<file path="src/rtl/phase_detector_5bit.sv">
// phase_detector_5bit: counter-based phase/frequency detector for the ADPLL.
// Measures the clk-cycle distance between synchronized rising edges of the
// reference and feedback clocks. The result is a sign-magnitude error with a
// one-cycle valid pulse.
// Optional lock detector: define PD_LOCK_DET_EN to add the lock output.
//
// state    | meaning
// ---------+-----------------------------------------------------------
// IDLE     | waiting for the first rising edge of a comparison
// REF_LEAD | ref edge seen first, counting cycles until fb edge
// FB_LEAD  | fb edge seen first, counting cycles until ref edge

module phase_detector_5bit #(
  parameter int SYNC_STAGES = 2,
  parameter int LOCK_COUNT  = 8,
  parameter int LOCK_THRESH = 1
) (
  input  logic       clk,
  input  logic       reset,
  input  logic       ref_in,
  input  logic       fb_in,
  output logic [4:0] error,
  output logic       error_sign,
  output logic       error_valid
`ifdef PD_LOCK_DET_EN
  ,
  output logic       lock
`endif
);

  localparam logic [1:0] ST_IDLE     = 2'd0;
  localparam logic [1:0] ST_REF_LEAD = 2'd1;
  localparam logic [1:0] ST_FB_LEAD  = 2'd2;
  localparam logic [4:0] CNT_MAX     = 5'd31;

  if (SYNC_STAGES < 2 || LOCK_COUNT < 1 || LOCK_COUNT > 15 ||
      LOCK_THRESH < 0 || LOCK_THRESH > 31) begin : g_bad_param
    $error("phase_detector_5bit: parameter out of range");
  end

  logic [SYNC_STAGES-1:0] ref_sync_q;
  logic [SYNC_STAGES-1:0] fb_sync_q;
  logic                   ref_hist_q;
  logic                   fb_hist_q;
  logic                   rise_ref;
  logic                   rise_fb;

  logic [1:0] state_q, state_d;
  logic [4:0] cnt_q, cnt_d;
  logic       pub;
  logic [4:0] pub_err;
  logic       pub_sign;

  logic [4:0] error_q;
  logic       sign_q;
  logic       valid_q;

  // Input synchronizers followed by one history flop for edge detection
  always_ff @(posedge clk or posedge reset) begin
    if (reset) begin
      ref_sync_q <= '0;
      fb_sync_q  <= '0;
      ref_hist_q <= 1'b0;
      fb_hist_q  <= 1'b0;
    end else begin
      ref_sync_q <= {ref_sync_q[SYNC_STAGES-2:0], ref_in};
      fb_sync_q  <= {fb_sync_q[SYNC_STAGES-2:0], fb_in};
      ref_hist_q <= ref_sync_q[SYNC_STAGES-1];
      fb_hist_q  <= fb_sync_q[SYNC_STAGES-1];
    end
  end

  assign rise_ref = ref_sync_q[SYNC_STAGES-1] & ~ref_hist_q;
  assign rise_fb  = fb_sync_q[SYNC_STAGES-1] & ~fb_hist_q;

  // Next-state, counter and publish decision
  always_comb begin
    state_d  = state_q;
    cnt_d    = cnt_q;
    pub      = 1'b0;
    pub_err  = 5'd0;
    pub_sign = 1'b0;
    case (state_q)
      ST_IDLE: begin
        if (rise_ref && rise_fb) begin
          pub = 1'b1;
        end else if (rise_ref) begin
          cnt_d   = 5'd1;
          state_d = ST_REF_LEAD;
        end else if (rise_fb) begin
          cnt_d   = 5'd1;
          state_d = ST_FB_LEAD;
        end
      end
      ST_REF_LEAD: begin
        // lagging edge wins over a simultaneous repeat of the leading edge,
        // and the leading edge is then dropped rather than restarting
        if (rise_fb) begin
          pub     = 1'b1;
          pub_err = cnt_q;
          state_d = ST_IDLE;
        end else if (rise_ref) begin
          pub     = 1'b1;
          pub_err = CNT_MAX;
          cnt_d   = 5'd1;
        end else if (cnt_q != CNT_MAX) begin
          cnt_d = cnt_q + 5'd1;
        end
      end
      ST_FB_LEAD: begin
        pub_sign = 1'b1;
        if (rise_ref) begin
          pub     = 1'b1;
          pub_err = cnt_q;
          state_d = ST_IDLE;
        end else if (rise_fb) begin
          pub     = 1'b1;
          pub_err = CNT_MAX;
          cnt_d   = 5'd1;
        end else if (cnt_q != CNT_MAX) begin
          cnt_d = cnt_q + 5'd1;
        end
      end
      default: begin
        state_d = ST_IDLE;
        cnt_d   = 5'd0;
      end
    endcase
  end

  // FSM state, counter and registered publish outputs
  always_ff @(posedge clk or posedge reset) begin
    if (reset) begin
      state_q <= ST_IDLE;
      cnt_q   <= 5'd0;
      error_q <= 5'd0;
      sign_q  <= 1'b0;
      valid_q <= 1'b0;
    end else begin
      state_q <= state_d;
      cnt_q   <= cnt_d;
      error_q <= pub ? pub_err : 5'd0;
      sign_q  <= pub & pub_sign;
      valid_q <= pub;
    end
  end

  assign error       = error_q;
  assign error_sign  = sign_q;
  assign error_valid = valid_q;

`ifdef PD_LOCK_DET_EN
  localparam logic [3:0] LOCK_COUNT_W  = 4'(LOCK_COUNT);
  localparam logic [4:0] LOCK_THRESH_W = 5'(LOCK_THRESH);

  logic [3:0] lock_cnt_q;

  // Count consecutive small-error measurements, clearing on any large one
  always_ff @(posedge clk or posedge reset) begin
    if (reset) begin
      lock_cnt_q <= 4'd0;
    end else if (valid_q) begin
      if (error_q <= LOCK_THRESH_W) begin
        if (lock_cnt_q != LOCK_COUNT_W) lock_cnt_q <= lock_cnt_q + 4'd1;
      end else begin
        lock_cnt_q <= 4'd0;
      end
    end
  end

  assign lock = (lock_cnt_q == LOCK_COUNT_W);
`endif

endmodule

</file>
<file path="config.mk">
export PLATFORM = sky130hd
export DESIGN_NAME = phase_detector_5bit
export DESIGN_NICKNAME = d
export VERILOG_FILES = /design/src/rtl/phase_detector_5bit.sv
export SDC_FILE = /design/constraint.sdc
export NUM_CORES = 1
export LEC_CHECK = 0
export CAP_MARGIN = 20
export CORE_ASPECT_RATIO = 0.7
export CORE_MARGIN = 3
export CORE_UTILIZATION = 51
export CTS_BUF_LIST = sky130_fd_sc_hd__clkbuf_4 sky130_fd_sc_hd__clkbuf_8
export CTS_CLUSTER_SIZE = 14
export DETAILED_ROUTE_END_ITERATION = 8
export PLACE_DENSITY = 0.76
export SYNTH_ARGS = -nofsm -noshare
export SYNTH_HDL_FRONTEND = slang
export SYNTH_SLANG_ARGS = --single-unit
export TNS_END_PERCENT = 5
</file>
<file path="constraint.sdc">
create_clock -name clk -period 1.9 [get_ports clk]
set_input_delay 0.285 -clock clk [delete_from_list [all_inputs] [get_ports clk]]
set_output_delay 0.285 -clock clk [all_outputs]
set_load 0.01 [all_outputs]
</file>
# Word-level counts from Yosys, hierarchy flattened
# Index checks and enable logic that the tools add are counted.
classes:
  add_sub_neg: 1
  bitwise: 5
  eq_ne: 9
  n_mux: 28
  reduce_logical: 4
ops:
  columns: ["cell", "count"]
  rows:
  - ["5-bit two-way mux", 13]
  - ["5-bit one-hot mux with 3 select lines", 1]
  - ["2-bit two-way mux", 5]
  - ["2-bit inequality test (second input constant)", 5]
  - ["5-bit one-hot mux with 2 select lines", 1]
  - ["4-bit AND reduction", 2]
  - ["1-bit two-way mux", 6]
  - ["2-bit one-hot mux with 3 select lines", 1]
  - ["5-bit by 1-bit adder with 5-bit output (second input constant)", 1]
  - ["5-bit inequality test (second input constant)", 1]
  - ["1-bit AND", 3]
  - ["3-bit inequality test (second input constant)", 1]
  - ["1-bit one-hot mux with 3 select lines", 1]
  - ["2-bit by 1-bit equality test with 1-bit output (second input constant)", 1]
  - ["2-bit equality test (second input constant)", 1]
  - ["2-bit logical NOT", 1]
  - ["1-bit NOT", 2]
  - ["1-bit logical AND", 1]
totals:
  word_cells: 56
  ff_bits: 20

# Logic depth before layout (Yosys ltp)
logic_depth:
  word_depth: 6
  mapped_depth: 8
  depth_no_buf: 7

# Least setup slack after synthesis
# No wires, ideal clock.
synth_timing:
  kind: "flip-flop to flip-flop"
  startpoint: "reg state_q[0]"
  endpoint: "reg cnt_q[3]"
  t_arrival_ns: 1.650
  stages_incl_launch_ff: 8
  path_buffers: 1
  setup_ns: 0.096
  t_required_ns: 1.804
  setup_slack_ns: 0.154
  period_less_slack_ns: 1.746
  path_cell_list: "dfrtp_1 -> inv_1 -> ha_1 -> buf_6 -> a22o_4 -> a31oi_4 -> a41oi_2 -> a311oi_2"
synth_via:
  elab_chain_cells: 3
  word_cells_on_any_way: 9
synth_lines:
  columns: ["element", "line", "rtl"]
  rows:
  - ["start: declaration", "48", "logic [1:0] state_q, state_d;"]
  - ["start signal: assignment", "140", "state_q <= state_d;"]
  - ["2-bit by 1-bit equality test with 1-bit output (tied with other cells)", "83", "case (state_q)"]
  - ["2-bit inequality test (no line) / 3-bit inequality test (equally long branches)", null, null]
  - ["4-bit AND reduction (no line)", null, null]
  - ["end signal: assignment", "141", "cnt_q <= cnt_d;"]
  - ["end: declaration", "49", "logic [4:0] cnt_q, cnt_d;"]
# Parallel ways exist; a longest one is shown, timed or not.
# A chain may end at the register's enable or synchronous reset.

# Worst setup path after layout
# Same ends and word-level chain as after synthesis.

==> impl_metrics.csv <==
group,metric,value,unit
worst_setup_path,arrival,2030,ps
clocking,clk_latency,300,ps
power_and_ir_drop,switching_share,37.8,%
route,ant_nets,0,
synth,syn_avg_cell_area,10.8,um^2
placed_design,gp_congestion,0.830,
clocking,clock-root-buffer,"clkbuf_4",
route,initialDrtViolationCount,32,
route,top_layer,"met4",
sta,worst_pin_slew,495,ps
worst_setup_path,path_class,"flip-flop to flip-flop",
worst_setup_path,required,2120,ps
power_and_ir_drop,power.leakage,0.520,nW
clocking,cts_tree,"yes",
sta,finalCritPeriodShare,95.1,%
power_and_ir_drop,p_clk_share,17.9,%
finish,drive_gt1_share,13.9,%
worst_setup_path,cp_cell_sequence,"inv_1 -> ha_1 -> a22o_4 -> a31oi_4 -> a41oi_2 -> a311oi_2",
route,wirelength,1990,um
synth,netlist.area_leader.share,49.5,%
route,drt-vias-per-instance,5.97,
sta,setup_violations,0,
worst_setup_path,cp-end-kind,"flip-flop",
synth,yosysSeqAreaShare,49.5,%
worst_setup_path,start_kind,"flip-flop",
power_and_ir_drop,internal_power,0.849,mW
synth,syn_inst,94,
floorplanning,die_area,0.00256,mm^2
placed_design,portBuffers,10,
route,wl_met1,923,um
floorplanning,ioPinCount,11,
sta,skew,4.46,ps
clocking,ctsResizeCount,0,
synth,synth_area_leader_cell,"dfrtp_1",
route,vias,770,
power_and_ir_drop,p_seq_share,41.4,%
worst_setup_path,r2r_start,"state_q[0]",
synth,synth_fp_nets,103,
status,status,"completed",
synth,ys_top_cells_by_area,"dfrtp_1 50%, ha_1 6.2%, a21oi_1 5.0%",
finish,diodes,0,
sta,hold_viol_final,0,
power_and_ir_drop,pwr-share-comb,40.8,%
clocking,cts_sinks,20,
floorplanning,die_h,43.3,um
route,post-route-drc-count,0,
global_routing,gr-total-overflow,0,
floorplanning,core,0.00173,mm^2
finish,layout.nets,118,
clocking,numCtsBuffers,3,
finish,area_growth,15.0,%
synth,yosys_warnings,0,
clocking,postCtsHoldBufs,0,
global_routing,grt_pass1_vias,713,
clocking,cts.clk_slew.worst_paths,110,ps
sta,rsz0062_at_grt,"false",
worst_setup_path,worstPathMaxFanout,9,
sta,max_freq,554,MHz
power_and_ir_drop,power.net_switching,0.516,mW
clocking,cts_buffer_depth,2,
placed_design,hpwl,1460,um
global_routing,antenna_found_initial,0,
route,post_drt_wl_per_cell,15.5,um
worst_setup_path,critical_path.slowest_cell,"dfrtp_1",
floorplanning,rows,12,
global_routing,grt_pass1_wl,3420,um
power_and_ir_drop,p_per_area,1170,mW/mm^2
clocking,h-tree-depth,1,
global_routing,track_usage,18.5,%
sta,maxSlewViolCount,0,
synth,syn-cell-area,0.00101,mm^2
power_and_ir_drop,peakVddDrop,0.831,mV
floorplanning,initial_core_util,58.6,%
floorplanning,die_w,59.2,um
sta,hold-worst-slack,288,ps
worst_setup_path,max_stage_delay,430,ps
clocking,cts_setup_buffers,0,
route,dr_wl_met2,925,um
route,dr.pass1.iters,4,
route,wl_met3,117,um
hold_path,hold_class,"input pin to asynchronous set/reset pin",
sta,min_period,1810,ps
sta,relSlewSlack,67.0,%
worst_setup_path,worstSetupStartpoint,"state_q[0]",
synth,ys_ff_latch,20,
flow_run,max-cap-violations,0,
synth,synth_cell_types,33,
global_routing,grt_max_degree,21,
sta,tns,0,ps
## cells by family after synthesis
family,share of synthesized area (%)
buffers and inverters,4.83
and+or+nand+nor,16.7
AOI/OAI and AO/OA,22.8
adders and majority gates,6.19
DFF,49.5
## layout by cell type (no fill, tap or decap), drive strengths merged, types with 2 or more instances in the layout
master / count
a21oi: 10
a22o: 3
a31oi: 3
a41oi: 2
and4: 2
buf: 3
clkbuf: 4
clkdlybuf4s50: 10
dfrtp: 20
ha: 5
inv: 4
nand2: 13
nor2: 8
nor2b: 2
o21ai: 3
## cell type report
class                   count  area [um^2]
clock buffers               4         36.3
fillers                   141          564
inverters                   4         15.0
multi-input cells          67          462
flip-flops and latches     20          500
well taps                  21         26.3
repair buffers             13          123
## Yosys cell counts (all sizes together)
| cell type | n |
|---|---|
| and3 | 1 |
| a22o | 3 |
| nand2b | 1 |
| a311oi | 1 |
| nand4 | 1 |
| buf | 3 |
| a22oi | 1 |
| a31oi | 3 |
| nand3 | 1 |
| o21a | 1 |
| a221oi | 1 |
| or2b | 1 |
| and2b | 1 |
| a41oi | 2 |
| nor2 | 8 |
| nor3 | 1 |
| a2bb2oi | 1 |
| o21ai | 3 |
| nor2b | 2 |
| and2 | 1 |
| ha | 5 |
| and4 | 2 |
| a21bo | 1 |
| a21oi | 10 |
| dfrtp | 20 |
| o31ai | 1 |
| inv | 4 |
| nand2 | 13 |
| o22ai | 1 |
## metal layers
layer	global-route usage, %	up-vias
li1	-	364
met1	23.6	372
met2	28.3	30
met3	6.38	4
met4	7.24	0
met5	0	-
## power by group through the flow
stage	clock, mW	combinational (mW)	sequential (mW)
3_5_place_dp	0	0.546	0.571
5_1_grt	0.280	0.615	0.571
2_1_floorplan	0	0.416	0.561
6_report	0.244	0.556	0.565
4_1_cts	0.260	0.548	0.562
3_3_place_gp	0	0.525	0.566
## stage by stage
stage / total power, mW / area (um^2) / worst slack [ps] / std cells / util [%]
5_1_grt: 1.47 / 1160 / 7.38 / 129 / 67.3
3_3_place_gp: 1.09 / 1130 / 208 / 125 / 65.2
4_1_cts: 1.37 / 1160 / 93.8 / 129 / 67.3
2_1_floorplan: 0.977 / 1010 / 154 / 94 / -
3_5_place_dp: 1.12 / 1130 / 120 / 125 / 65.2
6_report: 1.37 / 1160 / 93.8 / 129 / 67.3
## registers in the layout (all words and copies together) (netlist names)
| signal | flops |
|---|---|
| cnt_q | 5 |
| error | 5 |
| fb_sync_q | 2 |
| ref_sync_q | 2 |
| state_q | 2 |
| error_sign | 1 |
| error_valid | 1 |
| fb_hist_q | 1 |
| ref_hist_q | 1 |
## worst paths after layout
path | slack [ps] | cells after the start | to
min reg2reg | 360 | 0 | fb_sync_q[1]
max | 90 | 6 | cnt_q[3]
max reg2reg | 90 | 6 | cnt_q[3]
min in group clk | 360 | 0 | fb_sync_q[1]
max in group asynchronous | 1410 | 3 | ref_hist_q
min | 290 | 3 | cnt_q[3]
## worst max-delay path: cells and delay by family (launching register included)
family	cells	cell delay (ps)
buffers and inverters	1	90
adder cells (fa/ha/maj)	1	230
flip-flops	1	430
AO/OA/AOI/OAI	4	980
No activity file was read; power rests on OpenSTA's default activity.
